## src/rtl/seq_det_pkg.sv

```systemverilog
// Shared types and default pattern constants for the serial pattern sequencer.
package seq_det_pkg;

  typedef enum logic [2:0] {IDLE, CLR, SHIFT, DRAIN, REPORT} seq_state_e;

  localparam int             DEF_PAT_W = 3;
  localparam logic [2:0]     DEF_PAT   = 3'b101;

endpackage

```

## src/rtl/seq_det_core.sv

```systemverilog
// Serial pattern detector: sliding window, fill counter and registered hit flag.
module seq_det_core
  import seq_det_pkg::*;
#(
  parameter int               PAT_W = DEF_PAT_W,
  parameter logic [PAT_W-1:0] PAT   = DEF_PAT
) (
  input  logic clk,
  input  logic reset,
  input  logic clr,
  input  logic en,
  input  logic bit_in,
  output logic hit
);

  localparam int FILL_W = $clog2(PAT_W + 1);

  logic [PAT_W-1:0]  window;
  logic [PAT_W-1:0]  next_win;
  logic [FILL_W-1:0] fill;

  // NOTE: combinational block assigns its output on every path, so no latch is inferred.
  always_comb begin
    next_win = {window[PAT_W-2:0], bit_in};
  end

  // NOTE: state registers use non-blocking assignments so every flop samples pre-edge values.
  always_ff @(posedge clk) begin
    if (reset || clr) begin
      window <= '0;
      fill   <= '0;
      hit    <= 1'b0;
    end else if (en) begin
      window <= next_win;
      if (fill != FILL_W'(PAT_W))
        fill <= fill + FILL_W'(1);
      // Fill of PAT_W-1 before this bit means the window is full after it.
      hit <= (next_win == PAT) && (fill >= FILL_W'(PAT_W - 1));
    end else begin
      hit <= 1'b0;
    end
  end

endmodule

```

## src/rtl/seq_frame_ctrl.sv

```systemverilog
// Word sequencer: shifts each accepted word MSB-first through the detector and reports per-word hits.
module seq_frame_ctrl
  import seq_det_pkg::*;
#(
  parameter int               WORD_W = 8,
  parameter int               PAT_W  = DEF_PAT_W,
  parameter logic [PAT_W-1:0] PAT    = DEF_PAT,
  parameter int               CNT_W  = 4,
  localparam int              IDX_W  = $clog2(WORD_W)
) (
  input  logic              clk,
  input  logic              reset,
  input  logic              in_valid,
  output logic              in_ready,
  input  logic [WORD_W-1:0] in_word,
  input  logic              in_clr,
  output logic              res_valid,
  input  logic              res_ready,
  output logic [CNT_W-1:0]  res_count,
  output logic              res_found,
  output logic [IDX_W-1:0]  res_first_idx,
  output logic              busy
);

  localparam logic [IDX_W:0]   K_LAST  = (IDX_W + 1)'(WORD_W - 1);
  localparam logic [CNT_W-1:0] CNT_MAX = '1;

  seq_state_e        state;
  logic [WORD_W-1:0] shreg;
  logic [IDX_W:0]    k;
  logic [IDX_W:0]    k_prev;
  logic              hit;

  assign k_prev = k - (IDX_W + 1)'(1);

  seq_det_core #(.PAT_W(PAT_W), .PAT(PAT)) u_core (
    .clk    (clk),
    .reset  (reset),
    .clr    (state == CLR),
    .en     (state == SHIFT),
    .bit_in (shreg[WORD_W-1]),
    .hit    (hit)
  );

  always_ff @(posedge clk) begin
    if (reset) begin
      state         <= IDLE;
      shreg         <= '0;
      k             <= '0;
      in_ready      <= 1'b1;
      busy          <= 1'b0;
      res_valid     <= 1'b0;
      res_count     <= '0;
      res_found     <= 1'b0;
      res_first_idx <= '0;
    end else begin
      // A hit seen now was completed by the bit shifted in the previous cycle.
      if (((state == SHIFT) && (k != '0)) || (state == DRAIN)) begin
        if (hit) begin
          if (res_count != CNT_MAX)
            res_count <= res_count + CNT_W'(1);
          if (!res_found) begin
            res_found     <= 1'b1;
            res_first_idx <= k_prev[IDX_W-1:0];
          end
        end
      end

      case (state)
        IDLE: begin
          if (in_valid) begin
            shreg         <= in_word;
            k             <= '0;
            res_count     <= '0;
            res_found     <= 1'b0;
            res_first_idx <= '0;
            in_ready      <= 1'b0;
            busy          <= 1'b1;
            state         <= in_clr ? CLR : SHIFT;
          end
        end
        CLR: state <= SHIFT;
        SHIFT: begin
          shreg <= shreg << 1;
          k     <= k + (IDX_W + 1)'(1);
          if (k == K_LAST)
            state <= DRAIN;
        end
        DRAIN: begin
          res_valid <= 1'b1;
          state     <= REPORT;
        end
        REPORT: begin
          if (res_ready) begin
            res_valid <= 1'b0;
            in_ready  <= 1'b1;
            busy      <= 1'b0;
            state     <= IDLE;
          end
        end
        default: state <= IDLE;
      endcase
    end
  end

endmodule
```

## config.mk

```make
export PLATFORM = sky130hd
export DESIGN_NAME = seq_frame_ctrl
export DESIGN_NICKNAME = d
export VERILOG_FILES = /design/src/rtl/seq_det_pkg.sv /design/src/rtl/seq_det_core.sv /design/src/rtl/seq_frame_ctrl.sv
export SDC_FILE = /design/constraint.sdc
export NUM_CORES = 1
export LEC_CHECK = 0
export CAP_MARGIN = 20
export CORE_MARGIN = 2
export CORE_UTILIZATION = 47
export CTS_CLUSTER_SIZE = 40
export DETAILED_ROUTE_END_ITERATION = 16
export GPL_TIMING_DRIVEN = 1
export PLACE_DENSITY = 0.8
export SETUP_SLACK_MARGIN = 0.4
export SLEW_MARGIN = 20
export SYNTH_ARGS = -nofsm -noshare
export SYNTH_HDL_FRONTEND = slang
export SYNTH_SLANG_ARGS = --single-unit
export TNS_END_PERCENT = 30
```

## constraint.sdc

```tcl
create_clock -name clk -period 2.1 [get_ports clk]
set_input_delay 0.315 -clock clk [delete_from_list [all_inputs] [get_ports clk]]
set_output_delay 0.315 -clock clk [all_outputs]
set_load 0.01 [all_outputs]
```

* Word level (Yosys, flattened, before mapping) *
Index checks and enable logic that the tools add are counted.

storage, ports and cells
  word-level logic and storage cells = 74
  bits in registers = 31
  output and inout bits = 11
  input bits = 13

cells by class
  $lt $le $gt $ge = 1
  bitwise gates (word level) = 1
  multiplexer cells = 30
  $add $sub $neg = 4
  reduce and logical (&&, ||, !) cells = 15
  equality and inequality tests = 11

operators with widths
  operator                                                            number
  3-bit 2-to-1 mux                                                    8
  4-bit 2-to-1 mux                                                    6
  8-bit one-hot mux with 2 select lines                               1
  3-bit one-hot mux with 5 select lines                               1
  4-bit by 1-bit adder with 4-bit output, second input constant       2
  1-bit 2-to-1 mux                                                    8
  8-bit 2-to-1 mux                                                    1
  2-bit != test, second input constant                                4
  4-bit one-hot mux with 2 select lines                               1
  3-bit by 2-bit == test with 1-bit output, second input constant     2
  3-bit == test, second input constant                                2
  1-bit one-hot mux with 2 select lines                               3
  2-bit AND reduction                                                 3
  3-bit AND reduction                                                 2
  2-bit nonzero test                                                  3
  4-bit by 3-bit == test with 1-bit output, second input constant     1
  4-bit != test, second input constant                                1
  4-bit nonzero test                                                  1
  3-bit by 1-bit == test with 1-bit output, second input constant     1
  3-bit zero test                                                     1
  3-bit by 1-bit subtractor with 3-bit output, second input constant  1
  2-bit by 1-bit adder with 2-bit output, second input constant       1
  2-bit greater-or-equal comparator, second input constant            1
  1-bit logical AND                                                   2
  4 further kinds                                                     5

* Longest topological paths before layout *
Gate-level depths: netlist of the first run.

  depth after elaboration = 6
  gate-level depth with buffers = 6
  gate-level depth less buffers = 5

* By module *
A second synthesis of the first run with hierarchy kept.

second synthesis, totals
  cell total of the unflattened synthesis = 165
  area total of the unflattened synthesis = 1,642.8 um2

by module, submodules not included
  module          times used  cells an instance  sequential area each (um2)  area an instance (um2)
  seq_frame_ctrl  1           145                520.5                       1,423.9
  seq_det_core    1           20                 100.1                       219.0

* Worst setup path after synthesis of the first run *
No wires, ideal clock.

  path type = flip-flop to flip-flop
  start point = register k[0]
  end point = register res_count[0]
  clock period less this slack = 1.528 ns
  data required time = 2.030 ns
  setup slack = 0.572 ns
  arrival = 1.458 ns
  buffers on the path = 0
  stages on the path, launching flop included = 6
  path through = dfxtp_1 inv_1 ha_1 nor4b_2 or4_1 a21oi_1

between the ends
  word-level cells in the longest chain between the ends = 6

ends and longest elaborated chain
  item                      RTL line              text
  start: declaration        seq_frame_ctrl.sv:30  logic [IDX_W:0] k;
  start signal: assignment  seq_frame_ctrl.sv:85  k <= k + (IDX_W + 1)'(1);
  4-bit nonzero test (*)    seq_frame_ctrl.sv:58  if (((state == SHIFT) && (k != '0)) || (state == DRAIN)) begin
  1-bit logical AND (*)     seq_frame_ctrl.sv:58
  1-bit logical OR (*)      seq_frame_ctrl.sv:58
  4-bit 2-to-1 mux (*)      seq_frame_ctrl.sv:58
  4-bit 2-to-1 mux          seq_frame_ctrl.sv:71  if (in_valid) begin
  4-bit 2-to-1 mux (*)      seq_frame_ctrl.sv:69  case (state)
  end signal: assignment    seq_frame_ctrl.sv:61  res_count <= res_count + CNT_W'(1);
  end: declaration          seq_frame_ctrl.sv:19  output logic [CNT_W-1:0] res_count,

Every way passes the cells marked *; elsewhere a longest branch is shown, timed or not.
A chain may end at the register's enable or synchronous reset.

* Worst setup path in the final report of the first run *
  start point = register k[0]
  end point = register res_count[2]

Same word-level chain as after synthesis.

==> results of run 1 <==
==> logic make-up after synthesis <==
kind of cell / count (synthesis) / synth area share, %
buffers and inverters: 17 / 6.33
adder cells (fa/ha/maj): 5 / 3.96
AND/OR/NAND/NOR: 71 / 27.6
AO/OA/AOI/OAI: 42 / 21.1
flip-flops: 31 / 39.2
multiplexers: 1 / 0.633
XOR/XNOR: 2 / 1.11
==> placed cells by master (no fill, tap or decap), types with 2 or more instances in the layout <==
cell and instances:
sky130_fd_sc_hd__clkdlybuf4s50_1 23, sky130_fd_sc_hd__a211oi_1 3, sky130_fd_sc_hd__nand3_1 5, sky130_fd_sc_hd__xnor2_1 2, sky130_fd_sc_hd__nor4b_4 2, sky130_fd_sc_hd__a311oi_1 2, sky130_fd_sc_hd__nand2_1 22, sky130_fd_sc_hd__nand2b_1 3
sky130_fd_sc_hd__nor2_1 14, sky130_fd_sc_hd__a311oi_2 7, sky130_fd_sc_hd__nand3b_1 3, sky130_fd_sc_hd__nor3_1 3, sky130_fd_sc_hd__inv_1 5, sky130_fd_sc_hd__nor4b_1 2, sky130_fd_sc_hd__a21oi_1 16, sky130_fd_sc_hd__and3_1 3
sky130_fd_sc_hd__o31ai_1 3, sky130_fd_sc_hd__clkbuf_4 5, sky130_fd_sc_hd__or4b_1 3, sky130_fd_sc_hd__ha_1 5, sky130_fd_sc_hd__a21o_1 3, sky130_fd_sc_hd__dfxtp_1 30, sky130_fd_sc_hd__buf_4 7, sky130_fd_sc_hd__a31oi_1 2
==> timing repair <==
| item | CTS | global route |
|---|---|---|
| endpoints found under the hold margin | 0 | 0 |
| endpoints found under the setup margin | 10 | 9 |
| hold buffers | 0 | 0 |
| gates resized for setup | 1 | 3 |
==> final timing paths <==
| kind | startpoint | endpoint | slack, ns |
|---|---|---|---|
| worst min-delay path | u_core.window[0]$_SDFFE_PP0P_ | u_core.hit$_SDFF_PP0_ | 0.46 |
| worst min register to register | u_core.window[0]$_SDFFE_PP0P_ | u_core.hit$_SDFF_PP0_ | 0.46 |
| worst max register to register | k[0]$_SDFFE_PP0P_ | res_count[2]$_SDFF_PP0_ | 0.40 |
| worst max-delay path | k[0]$_SDFFE_PP0P_ | res_count[2]$_SDFF_PP0_ | 0.40 |
==> power by group <==
part / switching, W / leakage, nW / total (W) / internal, W
clock network: 0.000213 / 0.0482 / 0.000495 / 0.000281
logic: 0.000110 / 0.420 / 0.000216 / 0.000105
registers: 0.0000267 / 0.253 / 0.000646 / 0.000619
total: 0.000350 / 0.722 / 0.00136 / 0.00101
==> registers in the layout, summed over array words and instances (netlist names) <==
name	flops
res_count	4
u_core.fill	2
shreg	8
k	4
res_found	1
state	3
busy	1
u_core.hit	1
in_ready	1
u_core.window	2
res_valid	1
res_first_idx	3
==> final cells by class <==
class | count | share of cell area [%]
Clock buffer | 6 | 2.65
Clock inverter | 2 | 1.81
Inverter | 5 | 0.968
Multi-Input combinational cell | 121 | 45.0
Sequential cell | 31 | 32.1
Tap cell | 46 | 2.97
Timing Repair Buffer | 30 | 14.6
==> layer usage <==
layer  vias up  GRT usage (%)  part of all wire (%)
met5         -              0                     0
met4         0           6.38                   1.4
met3         6           7.87                   4.6
met2        23           31.3                    51
met1       639           19.4                    43
li1        670              -                     -
==> worst register-to-register path, cell delays in order (launching register included) <==
cell	delay [ns]
sky130_fd_sc_hd__dfxtp_2	0.35
sky130_fd_sc_hd__inv_1	0.10
sky130_fd_sc_hd__ha_1	0.22
sky130_fd_sc_hd__or4b_1	0.60
sky130_fd_sc_hd__a31oi_1	0.25
sky130_fd_sc_hd__a211oi_1	0.07
==> stage by stage <==
stage | std cells | hold slack, ns | total power, W | util, % | setup WS [ns]
5_1_grt | 241 | 0.499 | 0.00142 | 59.0 | 0.342
6_report | 241 | 0.464 | 0.00136 | 59.0 | 0.401
4_1_cts | 241 | 0.462 | 0.00136 | 58.7 | 0.393
2_1_floorplan | 169 | 0.421 | 0.000808 | - | 0.572
3_5_place_dp | 233 | 0.448 | 0.000870 | 56.0 | 0.208
3_3_place_gp | 233 | 0.439 | 0.000859 | 56.0 | 0.260
==> report_table.html, run 1 <==
<table>
<tr><th>Metric</th><th>Value</th></tr>
<tr><th colspan="2">Floorplan</th></tr>
<tr><td>Area of the die</td><td>~0.0038 mm^2</td></tr>
<tr><td>Core area</td><td>0.00328 mm^2</td></tr>
<tr><td>Horizontal extent of the die</td><td>~62 um</td></tr>
<tr><td>Number of standard-cell rows in the floorplan</td><td>21</td></tr>
<tr><td>Starting utilization of the core area</td><td>around half</td></tr>
<tr><td>Vertical die dimension</td><td>62.0 um</td></tr>
<tr><td>Num ports</td><td>24</td></tr>
<tr><th colspan="2">Global routing</th></tr>
<tr><td>Residual overflow from global routing</td><td>0</td></tr>
<tr><td>Antenna violations before repair</td><td>0</td></tr>
<tr><td>Maximum number of pins on one net before global-route repair</td><td>20</td></tr>
<tr><td>Total global-route track usage</td><td>18.0%</td></tr>
<tr><td>Global-route wire length before repair</td><td>5.03 mm</td></tr>
<tr><td>Number of global-route vias before repair</td><td>between 1000 and 1500</td></tr>
<tr><th colspan="2">Yosys</th></tr>
<tr><td>Yosys reg bits</td><td>31</td></tr>
<tr><td>Cell with the most instances after synthesis</td><td>sky130_fd_sc_hd__dfxtp_1</td></tr>
<tr><td>Synth cell count leaders</td><td>sky130_fd_sc_hd__dfxtp_1, sky130_fd_sc_hd__nand2_1, sky130_fd_sc_hd__a21oi_1, sky130_fd_sc_hd__nor2_1, sky130_fd_sc_hd__a311oi_2</td></tr>
<tr><td>Net count after synthesis</td><td>about 190</td></tr>
<tr><td>Most area-consuming cells after synthesis</td><td>sky130_fd_sc_hd__dfxtp_1, sky130_fd_sc_hd__a311oi_2, sky130_fd_sc_hd__nand2_1</td></tr>
<tr><td>Number of instances in the synthesized netlist</td><td>about 170</td></tr>
<tr><td>Top cell type by total area after synthesis</td><td>sky130_fd_sc_hd__dfxtp_1</td></tr>
<tr><td>Top_reg_cell synth</td><td>sky130_fd_sc_hd__dfxtp_1</td></tr>
<tr><td>Area share of the largest cell type after synthesis</td><td>roughly 39%</td></tr>
<tr><td>Per-instance average area after synthesis</td><td>9.36 um^2</td></tr>
<tr><td>Share of the yosys chip area belonging to registers</td><td>around two fifths</td></tr>
<tr><td>Number of flops mapped to enable cells by yosys</td><td>0</td></tr>
<tr><td>Synth warn</td><td>0</td></tr>
<tr><td>Yosys cell types</td><td>43</td></tr>
<tr><td>Async SR Flop Fraction</td><td>0%</td></tr>
<tr><td>Post-synthesis cell area</td><td>0.00158 mm^2</td></tr>
<tr><th colspan="2">Timing</th></tr>
<tr><td>Maximum clock rate</td><td>around 600 MHz</td></tr>
<tr><td>Final number of max-transition violations</td><td>0</td></tr>
<tr><td>Setup TNS</td><td>0 ns</td></tr>
<tr><td>Worst rel slew slack</td><td>between 60 and 70%</td></tr>
<tr><td>Final clock period utilization by the worst path</td><td>roughly four fifths</td></tr>
<tr><td>RSZ-0062 raised after global routing</td><td>true</td></tr>
<tr><td>Final critical-path required period</td><td>1.70 ns</td></tr>
<tr><td># setup viols final</td><td>0</td></tr>
<tr><td>Final hold violations</td><td>0</td></tr>
<tr><td>Worst slew pin tran</td><td>slightly above 0.5 ns</td></tr>
<tr><td>Worst Skew</td><td>about 0.016 ns</td></tr>
<tr><th colspan="2">Cells and area</th></tr>
<tr><td>Ratio of cells with drive above 1 in the final layout</td><td>15.9%</td></tr>
<tr><td>Area taken by flip-flops and latches</td><td>just over 600 um^2</td></tr>
<tr><td>Final instance area</td><td>between 0.0015 and 0.002 mm^2</td></tr>
<tr><td># nets final</td><td>approximately 210</td></tr>
<tr><td>Multi-input gate area</td><td>between 800 and 900 um^2</td></tr>
<tr><td>Count of filler cells inserted in the layout</td><td>just under 300</td></tr>
<tr><td>Antenna diode count</td><td>0</td></tr>
<tr><td>Area growth from synthesis to layout</td><td>22.6%</td></tr>
<tr><th colspan="2">Critical path</th></tr>
<tr><td>Nature of the critical path endpoint</td><td>flip-flop</td></tr>
<tr><td>Kind of cell adding the most delay to the critical path</td><td>simple AND/OR/NAND/NOR gates</td></tr>
<tr><td>Combined buffer and inverter count along the critical path</td><td>1</td></tr>
<tr><td>Endpoint required time on the critical path</td><td>2.33 ns</td></tr>
<tr><td>Startpoint type of the worst setup path</td><td>flip-flop</td></tr>
<tr><td>Data arrival time at the worst-slack endpoint</td><td>1.93 ns</td></tr>
<tr><td>Crit path cell chain</td><td>inv_1 -&gt; ha_1 -&gt; or4b_1 -&gt; a31oi_1 -&gt; a211oi_1</td></tr>
<tr><td>Length in cells of the worst reg-to-reg path</td><td>5</td></tr>
<tr><td>Largest fanout on the critical path</td><td>8</td></tr>
<tr><td>Stages on the worst setup path</td><td>5</td></tr>
<tr><td>Worst setup path category</td><td>reg -&gt; reg</td></tr>
<tr><td>Slowest Stage Delay on Critical Path</td><td>0.60 ns</td></tr>
<tr><td>Slowest library cell on the worst path</td><td>sky130_fd_sc_hd__or4b_1</td></tr>
<tr><th colspan="2">Outcome</th></tr>
<tr><td>Result of the run</td><td>complete, no violations</td></tr>
<tr><th colspan="2">Detailed routing</th></tr>
<tr><td>Residual DRC count</td><td>0</td></tr>
<tr><td>Number of DRC markers in iteration 0</td><td>59</td></tr>
<tr><td>Number of nets with antenna violations after routing</td><td>0</td></tr>
<tr><td>Routed vias</td><td>around 1300</td></tr>
<tr><td>Detailed Route WL</td><td>~3.2 mm</td></tr>
<tr><td>Average wire per cell in the routed design</td><td>around 13 um</td></tr>
<tr><td>Pre-antenna DRT Iters</td><td>4</td></tr>
<tr><td>Via density</td><td>5.55</td></tr>
<tr><th colspan="2">Clocking</th></tr>
<tr><td>Clock Path Buffers</td><td>2</td></tr>
<tr><td>H-tree depth</td><td>2</td></tr>
<tr><td>Clock root cell</td><td>sky130_fd_sc_hd__clkbuf_4</td></tr>
<tr><td>Clk pin slew, worst setup/hold paths</td><td>between 0.1 and 0.15 ns</td></tr>
<tr><td>Number of buffers added by the clock tree synthesis step</td><td>5</td></tr>
<tr><td>Sink Count</td><td>31</td></tr>
<tr><td>Clock latency of the later-clocked register in the worst-skew pair</td><td>0.34 ns</td></tr>
<tr><td>Number of buffers inserted by post-CTS setup repair</td><td>0</td></tr>
<tr><td>CTS tree</td><td>done</td></tr>
<tr><th colspan="2">Placed design</th></tr>
<tr><td>Area after detailed placement</td><td>between 0.0015 and 0.002 mm^2</td></tr>
<tr><td>Sum of net half-perimeters after detailed placement</td><td>between 2 and 2.5 mm</td></tr>
<tr><td>Final GP Congestion</td><td>roughly 0.73</td></tr>
<tr><td>Total of buffers placed on input and output ports</td><td>23</td></tr>
<tr><th colspan="2">Min path</th></tr>
<tr><td>Worst min-delay path category</td><td>reg -&gt; reg</td></tr>
<tr><td>Cell depth of the worst min-delay path</td><td>1</td></tr>
<tr><th colspan="2">Flow run</th></tr>
<tr><td>Max-cap violations</td><td>0</td></tr>
<tr><th colspan="2">Power and ir drop</th></tr>
<tr><td>Ratio of total power to cell area</td><td>about 700 mW/mm^2</td></tr>
<tr><td>Max VDD drop</td><td>~0.57 mV</td></tr>
<tr><td>Leakage dissipation</td><td>0.722 nW</td></tr>
</table>
(Power assumes the default switching activity.)
==> inputs of run 2 (changes only) <==
==> constraint.sdc (replaced) <==
create_clock -name clk -period 1.7 [get_ports clk]
set_input_delay 0.255 -clock clk [delete_from_list [all_inputs] [get_ports clk]]
set_output_delay 0.255 -clock clk [all_outputs]
set_load 0.01 [all_outputs]
==> report_table.html, run 2 (synthesized netlist as in run 1, its figures left out) <==
<table>
<tr><th>Metric</th><th>Value</th></tr>
<tr><th colspan="2">Detailed routing</th></tr>
<tr><td>Number of DRC markers in iteration 0</td><td>94 (+59%)</td></tr>
<tr><td>Residual DRC count</td><td>0 (unchanged)</td></tr>
<tr><td>Detailed Route WL</td><td>4.03 mm (+27%)</td></tr>
<tr><td>Average wire per cell in the routed design</td><td>15.3 um (+16%)</td></tr>
<tr><td>Routed vias</td><td>1456 (+8.8%)</td></tr>
<tr><td>Number of nets with antenna violations after routing</td><td>0 (unchanged)</td></tr>
<tr><td>Pre-antenna DRT Iters</td><td>4 (unchanged)</td></tr>
<tr><td>Metal3 WL</td><td>124 um (-14%)</td></tr>
<tr><td>Via density</td><td>5.52 (-0.66%)</td></tr>
<tr><td>Highest signal layer in the routed design</td><td>met4</td></tr>
<tr><td>Met2 Wirelength</td><td>2.16 mm (+34%)</td></tr>
<tr><td>Routed metal-1 wire length</td><td>1.65 mm (+20%)</td></tr>
<tr><th colspan="2">Timing</th></tr>
<tr><td>Setup TNS</td><td>0 ns (unchanged)</td></tr>
<tr><td>Worst Skew</td><td>0.00527 ns (-0.0108 ns)</td></tr>
<tr><td>RSZ-0062 raised after global routing</td><td>true</td></tr>
<tr><td>Final clock period utilization by the worst path</td><td>89.8% (+8.9 points)</td></tr>
<tr><td>Worst slew pin tran</td><td>0.413 ns (-0.0933 ns)</td></tr>
<tr><td>Maximum clock rate</td><td>655 MHz (+11%)</td></tr>
<tr><td>Final critical-path required period</td><td>1.53 ns (-0.173 ns)</td></tr>
<tr><td>Final hold violations</td><td>0 (unchanged)</td></tr>
<tr><td># setup viols final</td><td>0 (unchanged)</td></tr>
<tr><td>Worst rel slew slack</td><td>72.3% (+6.2 points)</td></tr>
<tr><td>Final number of max-transition violations</td><td>0 (unchanged)</td></tr>
<tr><th colspan="2">Critical path</th></tr>
<tr><td>Endpoint of the worst-slack reg-to-reg timing path</td><td>res_count[1]$_SDFF_PP0_</td></tr>
<tr><td>Reg-to-Reg Start</td><td>res_count[0]$_SDFF_PP0_</td></tr>
<tr><td>Stages on the worst setup path</td><td>4 (-1)</td></tr>
<tr><td>Slowest library cell on the worst path</td><td>sky130_fd_sc_hd__or4b_1</td></tr>
<tr><td>Length in cells of the worst reg-to-reg path</td><td>4 (-1)</td></tr>
<tr><td>Worst setup path category</td><td>reg -&gt; reg</td></tr>
<tr><td>Register-to-register setup slack</td><td>0.17 ns (-0.23 ns)</td></tr>
<tr><td>Largest fanout on the critical path</td><td>5 (-3)</td></tr>
<tr><td>Endpoint required time on the critical path</td><td>1.98 ns (-0.35 ns)</td></tr>
<tr><td>Slowest Stage Delay on Critical Path</td><td>0.54 ns (-0.06 ns)</td></tr>
<tr><td>Combined buffer and inverter count along the critical path</td><td>0 (-1)</td></tr>
<tr><td>Startpoint type of the worst setup path</td><td>flip-flop</td></tr>
<tr><td>Kind of cell adding the most delay to the critical path</td><td>simple AND/OR/NAND/NOR gates</td></tr>
<tr><td>Nature of the critical path endpoint</td><td>flip-flop</td></tr>
<tr><td>Data arrival time at the worst-slack endpoint</td><td>1.80 ns (-0.13 ns)</td></tr>
<tr><td>Crit path cell chain</td><td>ha_2 -&gt; and3_4 -&gt; or4b_1 -&gt; a21oi_2</td></tr>
<tr><th colspan="2">Clocking</th></tr>
<tr><td>H-tree depth</td><td>2 (unchanged)</td></tr>
<tr><td>Clock root cell</td><td>sky130_fd_sc_hd__clkbuf_4</td></tr>
<tr><td>Clock Path Buffers</td><td>2 (unchanged)</td></tr>
<tr><td>Clk pin slew, worst setup/hold paths</td><td>0.10 ns (about the same)</td></tr>
<tr><td>Sink Count</td><td>31 (unchanged)</td></tr>
<tr><td>Number of buffers added by the clock tree synthesis step</td><td>5 (unchanged)</td></tr>
<tr><td>Clock latency of the later-clocked register in the worst-skew pair</td><td>0.34 ns (about the same)</td></tr>
<tr><td>CTS tree</td><td>done</td></tr>
<tr><th colspan="2">Floorplan</th></tr>
<tr><td>Horizontal extent of the die</td><td>62.0 um (unchanged)</td></tr>
<tr><td>Core area</td><td>0.00328 mm^2 (unchanged)</td></tr>
<tr><td>Vertical die dimension</td><td>62.0 um (unchanged)</td></tr>
<tr><td>Area of the die</td><td>0.00385 mm^2 (unchanged)</td></tr>
<tr><td>Starting utilization of the core area</td><td>48.2% (unchanged)</td></tr>
<tr><td>Number of standard-cell rows in the floorplan</td><td>21 (unchanged)</td></tr>
<tr><td>Num ports</td><td>24 (unchanged)</td></tr>
<tr><th colspan="2">Cells and area</th></tr>
<tr><td>Most flop-heavy register</td><td>shreg</td></tr>
<tr><td>Antenna diode count</td><td>0 (unchanged)</td></tr>
<tr><td>Leading cell type in the layout, fill and taps excluded</td><td>sky130_fd_sc_hd__buf_4</td></tr>
<tr><td>Area growth from synthesis to layout</td><td>41.4%</td></tr>
<tr><td>Count of filler cells inserted in the layout</td><td>234 (-21%)</td></tr>
<tr><td>Highest-count cells in the layout ignoring fill and taps</td><td>sky130_fd_sc_hd__buf_4, sky130_fd_sc_hd__dfxtp_1, sky130_fd_sc_hd__nand2_1, sky130_fd_sc_hd__nor2_1</td></tr>
<tr><td>Final instance area</td><td>0.00224 mm^2 (+15%)</td></tr>
<tr><td>Number of flip-flops under the largest register name</td><td>8 (unchanged)</td></tr>
<tr><td>Leading registers by flop count</td><td>shreg (8), k (4), res_count (4)</td></tr>
<tr><td>Ratio of cells with drive above 1 in the final layout</td><td>37.2% (+21 points)</td></tr>
<tr><td># nets final</td><td>235 (+11%)</td></tr>
<tr><th colspan="2">Global routing</th></tr>
<tr><td>Total global-route track usage</td><td>22.4% (+4.4 points)</td></tr>
<tr><td>Residual overflow from global routing</td><td>0 (unchanged)</td></tr>
<tr><td>Number of global-route vias before repair</td><td>1386 (+15%)</td></tr>
<tr><td>Antenna violations before repair</td><td>0 (unchanged)</td></tr>
<tr><td>Maximum number of pins on one net before global-route repair</td><td>20 (unchanged)</td></tr>
<tr><td>Global-route wire length before repair</td><td>6.17 mm (+23%)</td></tr>
<tr><th colspan="2">Power and ir drop</th></tr>
<tr><td>Max VDD drop</td><td>0.455 mV (-20%)</td></tr>
<tr><td>Leakage dissipation</td><td>0.958 nW (+33%)</td></tr>
<tr><td>Ratio of total power to cell area</td><td>706 mW/mm^2 (+1.0%)</td></tr>
<tr><th colspan="2">Min path</th></tr>
<tr><td>Cell depth of the worst min-delay path</td><td>3 (+2)</td></tr>
<tr><td>Worst min-delay path category</td><td>in -&gt; reg</td></tr>
<tr><td>Hold path startpoint</td><td>in_valid</td></tr>
<tr><td>Terminating pin of the worst hold path</td><td>state[1]$_SDFFE_PP0P_</td></tr>
<tr><th colspan="2">Flow run</th></tr>
<tr><td>Max-cap violations</td><td>0 (unchanged)</td></tr>
<tr><th colspan="2">Placed design</th></tr>
<tr><td>Final GP Congestion</td><td>0.723 (-0.67%)</td></tr>
<tr><td>Sum of net half-perimeters after detailed placement</td><td>2.39 mm (+3.9%)</td></tr>
<tr><td>Total of buffers placed on input and output ports</td><td>23 (unchanged)</td></tr>
<tr><td>Area after detailed placement</td><td>0.00194 mm^2 (+5.6%)</td></tr>
<tr><th colspan="2">Outcome</th></tr>
<tr><td>Result of the run</td><td>complete, no violations</td></tr>
</table>
==> run 2: cell count changes in the layout (fill, tap and decap cells not counted), moves of 5 or more <==
cell	delta
sky130_fd_sc_hd__dlygate4sd2_1	+5
sky130_fd_sc_hd__nand2_2	+5
sky130_fd_sc_hd__buf_4	+17
sky130_fd_sc_hd__dfxtp_1	-7
sky130_fd_sc_hd__dlymetal6s2s_1	+6
sky130_fd_sc_hd__nand2_1	-6
sky130_fd_sc_hd__clkdlybuf4s50_1	-11
sky130_fd_sc_hd__dfxtp_4	+6
==> run 2: what timing repair did <==
item                                    CTS  global route
endpoints found under the setup margin   38            38
hold buffers                              0             0
resized for setup                        26            20
pin swaps                                12             5
setup buffers                            10             6
cloned                                    1             0
==> run 2: cell type report <==
| cell class | count | area [um^2] | area share [%] |
|---|---|---|---|
| repair buffers | 53 | 489 | 21.9 |
| clock inverters | 1 | 5.00 | 0.224 |
| inverters | 5 | 21.3 | 0.951 |
| well taps | 46 | 57.6 | 2.57 |
| flip-flops and latches | 31 | 646 | 28.9 |
| multi-input cells | 121 | 972 | 43.5 |
| clock buffers | 7 | 45.0 | 2.01 |
==> run 2: worst max-delay path by stage <==
stage,start,to,slack [ns]
2_1_floorplan,k[0]$_SDFFE_PP0P_,res_count[3]$_SDFF_PP0_,0.29
3_3_place_gp,in_valid,shreg[1]$_SDFFE_PP0P_,-0.05
3_5_place_dp,in_valid,k[2]$_SDFFE_PP0P_,-0.11
4_1_cts,res_count[0]$_SDFF_PP0_,res_count[0],0.18
5_1_grt,res_count[0]$_SDFF_PP0_,res_count[1]$_SDFF_PP0_,0.10
6_report,res_count[0]$_SDFF_PP0_,res_count[1]$_SDFF_PP0_,0.17
==> run 2: layer usage <==
layer | vias to the layer above | global-route usage (%)
met5 | - | 0
met4 | 0 | 14.0
met3 | 11 | 5.80
met2 | 33 | 36.5
met1 | 699 | 26.1
li1 | 713 | -
==> run 2: metrics by stage <==
step	hold slack, ns	power [W]	utilization (%)	worst slack [ns]	std cells
finish	0.354	0.00158	68.1	0.174	264
global route	0.362	0.00166	68.1	0.104	264
CTS	0.345	0.00156	64.6	0.182	258
detailed placement	0.438	0.00111	59.2	-0.107	239
global placement	0.437	0.00109	59.2	-0.0497	239
floorplan	0.403	0.00101	-	0.285	169
==> run 2: report_power, final <==
group | switching, W | leakage [nW] | internal [W]
combinational | 0.000173 | 0.671 | 0.000191
sequential | 0.0000342 | 0.258 | 0.000760
clock | 0.000260 | 0.0293 | 0.000161
total | 0.000467 | 0.958 | 0.00111
==> run 2: worst register-to-register path, cell delays in order (launching register included) <==
cell                      delay (ns)
sky130_fd_sc_hd__dfxtp_4        0.37
sky130_fd_sc_hd__ha_2           0.21
sky130_fd_sc_hd__and3_4         0.20
sky130_fd_sc_hd__or4b_1         0.54
sky130_fd_sc_hd__a21oi_2        0.15
==> inputs of run 3 (changes only) <==
--- a/config.mk
+++ b/config.mk
@@ -13,7 +13,6 @@
 export GPL_TIMING_DRIVEN = 1
 export PLACE_DENSITY = 0.8
 export SETUP_SLACK_MARGIN = 0.4
-export SLEW_MARGIN = 20
 export SYNTH_ARGS = -nofsm -noshare
 export SYNTH_HDL_FRONTEND = slang
 export SYNTH_SLANG_ARGS = --single-unit
==> constraint.sdc (replaced) <==
create_clock -name clk -period 1.8 [get_ports clk]
set_input_delay 0.27 -clock clk [delete_from_list [all_inputs] [get_ports clk]]
set_output_delay 0.27 -clock clk [all_outputs]
set_load 0.01 [all_outputs]
==> report_table.html, run 3 (synthesized netlist as in run 1, its figures left out) <==
<table>
<tr><th>Metric</th><th>Value</th></tr>
<tr><th colspan="2">Outcome</th></tr>
<tr><td>Result of the run</td><td>complete, no violations</td></tr>
<tr><th colspan="2">Critical path</th></tr>
<tr><td>Worst setup path category</td><td>reg -&gt; reg</td></tr>
<tr><td>Endpoint required time on the critical path</td><td>2.06 ns (+0.08 ns)</td></tr>
<tr><td>Nature of the critical path endpoint</td><td>flip-flop</td></tr>
<tr><td>Crit path cell chain</td><td>buf_6 -&gt; or3b_4 -&gt; buf_6 -&gt; buf_8 -&gt; a311oi_2</td></tr>
<tr><td>Startpoint type of the worst setup path</td><td>flip-flop</td></tr>
<tr><td>Dominant cell type by count on the critical path</td><td>sky130_fd_sc_hd__buf_6</td></tr>
<tr><td>Slowest library cell on the worst path</td><td>sky130_fd_sc_hd__or3b_4</td></tr>
<tr><td>Slowest Stage Delay on Critical Path</td><td>0.44 ns (-0.10 ns)</td></tr>
<tr><td>Data arrival time at the worst-slack endpoint</td><td>1.79 ns (about the same)</td></tr>
<tr><td>Largest fanout on the critical path</td><td>5 (unchanged)</td></tr>
<tr><td>Kind of cell adding the most delay to the critical path</td><td>simple AND/OR/NAND/NOR gates</td></tr>
<tr><td>Endpoint of the worst-slack reg-to-reg timing path</td><td>shreg[4]$_SDFFE_PP0P_</td></tr>
<tr><td>Combined buffer and inverter count along the critical path</td><td>3 (+3)</td></tr>
<tr><td>Reg-to-Reg Start</td><td>state[1]$_SDFFE_PP0P_</td></tr>
<tr><td>Register-to-register setup slack</td><td>0.27 ns (+0.09 ns)</td></tr>
<tr><td>Length in cells of the worst reg-to-reg path</td><td>5 (+1)</td></tr>
<tr><th colspan="2">Clocking</th></tr>
<tr><td>Clk pin slew, worst setup/hold paths</td><td>0.10 ns (about the same)</td></tr>
<tr><td>Clock latency of the later-clocked register in the worst-skew pair</td><td>0.34 ns (about the same)</td></tr>
<tr><td>Sink Count</td><td>31 (unchanged)</td></tr>
<tr><td>Clock Path Buffers</td><td>2 (unchanged)</td></tr>
<tr><td>CTS tree</td><td>done</td></tr>
<tr><td>Clock root cell</td><td>sky130_fd_sc_hd__clkbuf_4</td></tr>
<tr><td>H-tree depth</td><td>2 (unchanged)</td></tr>
<tr><td># hold bufs at CTS</td><td>0 (unchanged)</td></tr>
<tr><td>Number of buffers added by the clock tree synthesis step</td><td>5 (unchanged)</td></tr>
<tr><th colspan="2">Floorplan</th></tr>
<tr><td>Vertical die dimension</td><td>62.0 um (unchanged)</td></tr>
<tr><td>Core area</td><td>0.00328 mm^2 (unchanged)</td></tr>
<tr><td>Horizontal extent of the die</td><td>62.0 um (unchanged)</td></tr>
<tr><td>Number of standard-cell rows in the floorplan</td><td>21 (unchanged)</td></tr>
<tr><td>Num ports</td><td>24 (unchanged)</td></tr>
<tr><td>Area of the die</td><td>0.00385 mm^2 (unchanged)</td></tr>
<tr><td>Starting utilization of the core area</td><td>48.2% (unchanged)</td></tr>
<tr><th colspan="2">Detailed routing</th></tr>
<tr><td>Residual DRC count</td><td>0 (unchanged)</td></tr>
<tr><td>Via density</td><td>5.78 (+4.8%)</td></tr>
<tr><td>Number of DRC markers in iteration 0</td><td>133 (+41%)</td></tr>
<tr><td>Average wire per cell in the routed design</td><td>15.9 um (+4.3%)</td></tr>
<tr><td>Routed vias</td><td>1589 (+9.1%)</td></tr>
<tr><td>Pre-antenna DRT Iters</td><td>4 (unchanged)</td></tr>
<tr><td>Detailed Route WL</td><td>4.38 mm (+8.7%)</td></tr>
<tr><td>Number of nets with antenna violations after routing</td><td>0 (unchanged)</td></tr>
<tr><th colspan="2">Power and ir drop</th></tr>
<tr><td>Ratio of total power to cell area</td><td>680 mW/mm^2 (-3.7%)</td></tr>
<tr><td>Max VDD drop</td><td>0.486 mV (+6.9%)</td></tr>
<tr><td>Leakage dissipation</td><td>1.03 nW (+7.7%)</td></tr>
<tr><th colspan="2">Cells and area</th></tr>
<tr><td>Ratio of cells with drive above 1 in the final layout</td><td>40.2% (+3.0 points)</td></tr>
<tr><td>Area growth from synthesis to layout</td><td>53.2%</td></tr>
<tr><td>Number of flip-flops under the largest register name</td><td>8 (unchanged)</td></tr>
<tr><td>Highest-count cells in the layout ignoring fill and taps</td><td>sky130_fd_sc_hd__buf_4, sky130_fd_sc_hd__dfxtp_1, sky130_fd_sc_hd__nand2_1, sky130_fd_sc_hd__clkdlybuf4s50_1, sky130_fd_sc_hd__a21oi_1</td></tr>
<tr><td>Antenna diode count</td><td>0 (unchanged)</td></tr>
<tr><td>Most flop-heavy register</td><td>shreg</td></tr>
<tr><td>Leading registers by flop count</td><td>shreg (8), k (4), res_count (4)</td></tr>
<tr><td>Final non-filler cell total</td><td>275 (+4.2%)</td></tr>
<tr><td># nets final</td><td>246 (+4.7%)</td></tr>
<tr><td>Leading cell type in the layout, fill and taps excluded</td><td>sky130_fd_sc_hd__buf_4</td></tr>
<tr><th colspan="2">Timing</th></tr>
<tr><td>Final critical-path required period</td><td>1.53 ns (+0.00530 ns)</td></tr>
<tr><td>Setup TNS</td><td>0 ns (unchanged)</td></tr>
<tr><td>Maximum clock rate</td><td>653 MHz (-0.35%)</td></tr>
<tr><td>Worst slew pin tran</td><td>0.404 ns (-0.00928 ns)</td></tr>
<tr><td>Final number of max-transition violations</td><td>0 (unchanged)</td></tr>
<tr><td>RSZ-0062 raised after global routing</td><td>true</td></tr>
<tr><td>Worst rel slew slack</td><td>72.9% (+0.62 points)</td></tr>
<tr><td>Final hold violations</td><td>0 (unchanged)</td></tr>
<tr><td>Final clock period utilization by the worst path</td><td>85.1% (-4.7 points)</td></tr>
<tr><td># setup viols final</td><td>0 (unchanged)</td></tr>
<tr><td>Worst Skew</td><td>0.00689 ns (+0.00162 ns)</td></tr>
<tr><th colspan="2">Global routing</th></tr>
<tr><td>Global-route wire length before repair</td><td>6.55 mm (+6.2%)</td></tr>
<tr><td>Number of global-route vias before repair</td><td>1459 (+5.3%)</td></tr>
<tr><td>Maximum number of pins on one net before global-route repair</td><td>11 (-45%)</td></tr>
<tr><td>Total global-route track usage</td><td>23.6% (+1.2 points)</td></tr>
<tr><td>Met2 layer usage reported by global route</td><td>39.4% (+3.0 points)</td></tr>
<tr><td>Met3 track utilization from global routing</td><td>7.45% (+1.7 points)</td></tr>
<tr><td>GRT Max-Usage Layer</td><td>met2</td></tr>
<tr><td>Residual overflow from global routing</td><td>0 (unchanged)</td></tr>
<tr><td>Global routing met1 resource utilization</td><td>27.4% (+1.3 points)</td></tr>
<tr><td>Antenna violations before repair</td><td>0 (unchanged)</td></tr>
<tr><th colspan="2">Min path</th></tr>
<tr><td>Terminating pin of the worst hold path</td><td>res_first_idx[0]$_SDFF_PP0_</td></tr>
<tr><td>Cell depth of the worst min-delay path</td><td>2 (-1)</td></tr>
<tr><td>Worst min-delay path category</td><td>reg -&gt; reg</td></tr>
<tr><td>Hold path startpoint</td><td>res_first_idx[0]$_SDFF_PP0_</td></tr>
<tr><th colspan="2">Flow run</th></tr>
<tr><td>Max-cap violations</td><td>0 (unchanged)</td></tr>
<tr><th colspan="2">Placed design</th></tr>
<tr><td>Sum of net half-perimeters after detailed placement</td><td>2.43 mm (+1.9%)</td></tr>
<tr><td>Cell count after placement</td><td>237 (-0.84%)</td></tr>
<tr><td>Final GP Congestion</td><td>0.770 (+6.6%)</td></tr>
<tr><td>Total of buffers placed on input and output ports</td><td>23 (unchanged)</td></tr>
</table>
-- run 3: metrics by stage --
step                      total power (W)  area (um^2)  hold slack, ns  setup WS, ns  util (%)
final                             0.00165         2420           0.491         0.268      73.8
after global routing              0.00173         2420           0.510         0.223      73.8
after CTS                         0.00160         2240           0.468         0.267      68.1
after detailed placement          0.00104         1910           0.455        0.0484      58.3
after global placement            0.00102         1910           0.441        0.0816      58.3
after floorplan                  0.000959         1630           0.418         0.385         -
-- run 3: area by class of cell --
type	count	area [um^2]
Clock buffer	8	68.8
Sequential cell	31	642
Fill cell	220	862
Inverter	5	18.8
Tap cell	46	57.6
Multi-Input combinational cell	121	993
Timing Repair Buffer	64	642
-- run 3: repair_timing --
item,4_1_cts,5_1_grt
gates resized for setup,30,22
cloned,3,0
pin swaps,4,12
endpoints found under the hold margin,0,0
endpoints found under the setup margin,37,34
setup buffers,14,13
-- run 3: worst max path at each step --
stage          cells past startpoint              startpoint                      end  slack [ns]
3_5_place_dp                       4   state[1]$_SDFFE_PP0P_        k[3]$_SDFFE_PP0P_        0.05
4_1_cts                            1  res_valid$_SDFFE_PP0P_                res_valid        0.27
5_1_grt                            6   state[1]$_SDFFE_PP0P_    shreg[1]$_SDFFE_PP0P_        0.22
2_1_floorplan                      6       k[0]$_SDFFE_PP0P_  res_count[3]$_SDFF_PP0_        0.39
3_3_place_gp                       5                in_valid        k[2]$_SDFFE_PP0P_        0.08
6_report                           5   state[1]$_SDFFE_PP0P_    shreg[4]$_SDFFE_PP0P_        0.27
-- run 3: layer usage --
layer / share of wire (%) / vias to the layer above
li1: - / 745
met2: 51 / 55
met1: 42 / 778
met3: 4.7 / 11
met4: 2.2 / 0
met5: 0 / -
-- run 3: worst min-delay path: stages, from the launching register on --
cell and delay (ns):
sky130_fd_sc_hd__dfxtp_1 0.33, sky130_fd_sc_hd__o31ai_1 0.06, sky130_fd_sc_hd__a21oi_1 0.06
-- run 3: power breakdown --
| part | internal [W] | switching [W] |
|---|---|---|
| combinational | 0.000239 | 0.000185 |
| clock | 0.000230 | 0.000239 |
| sequential | 0.000720 | 0.0000344 |
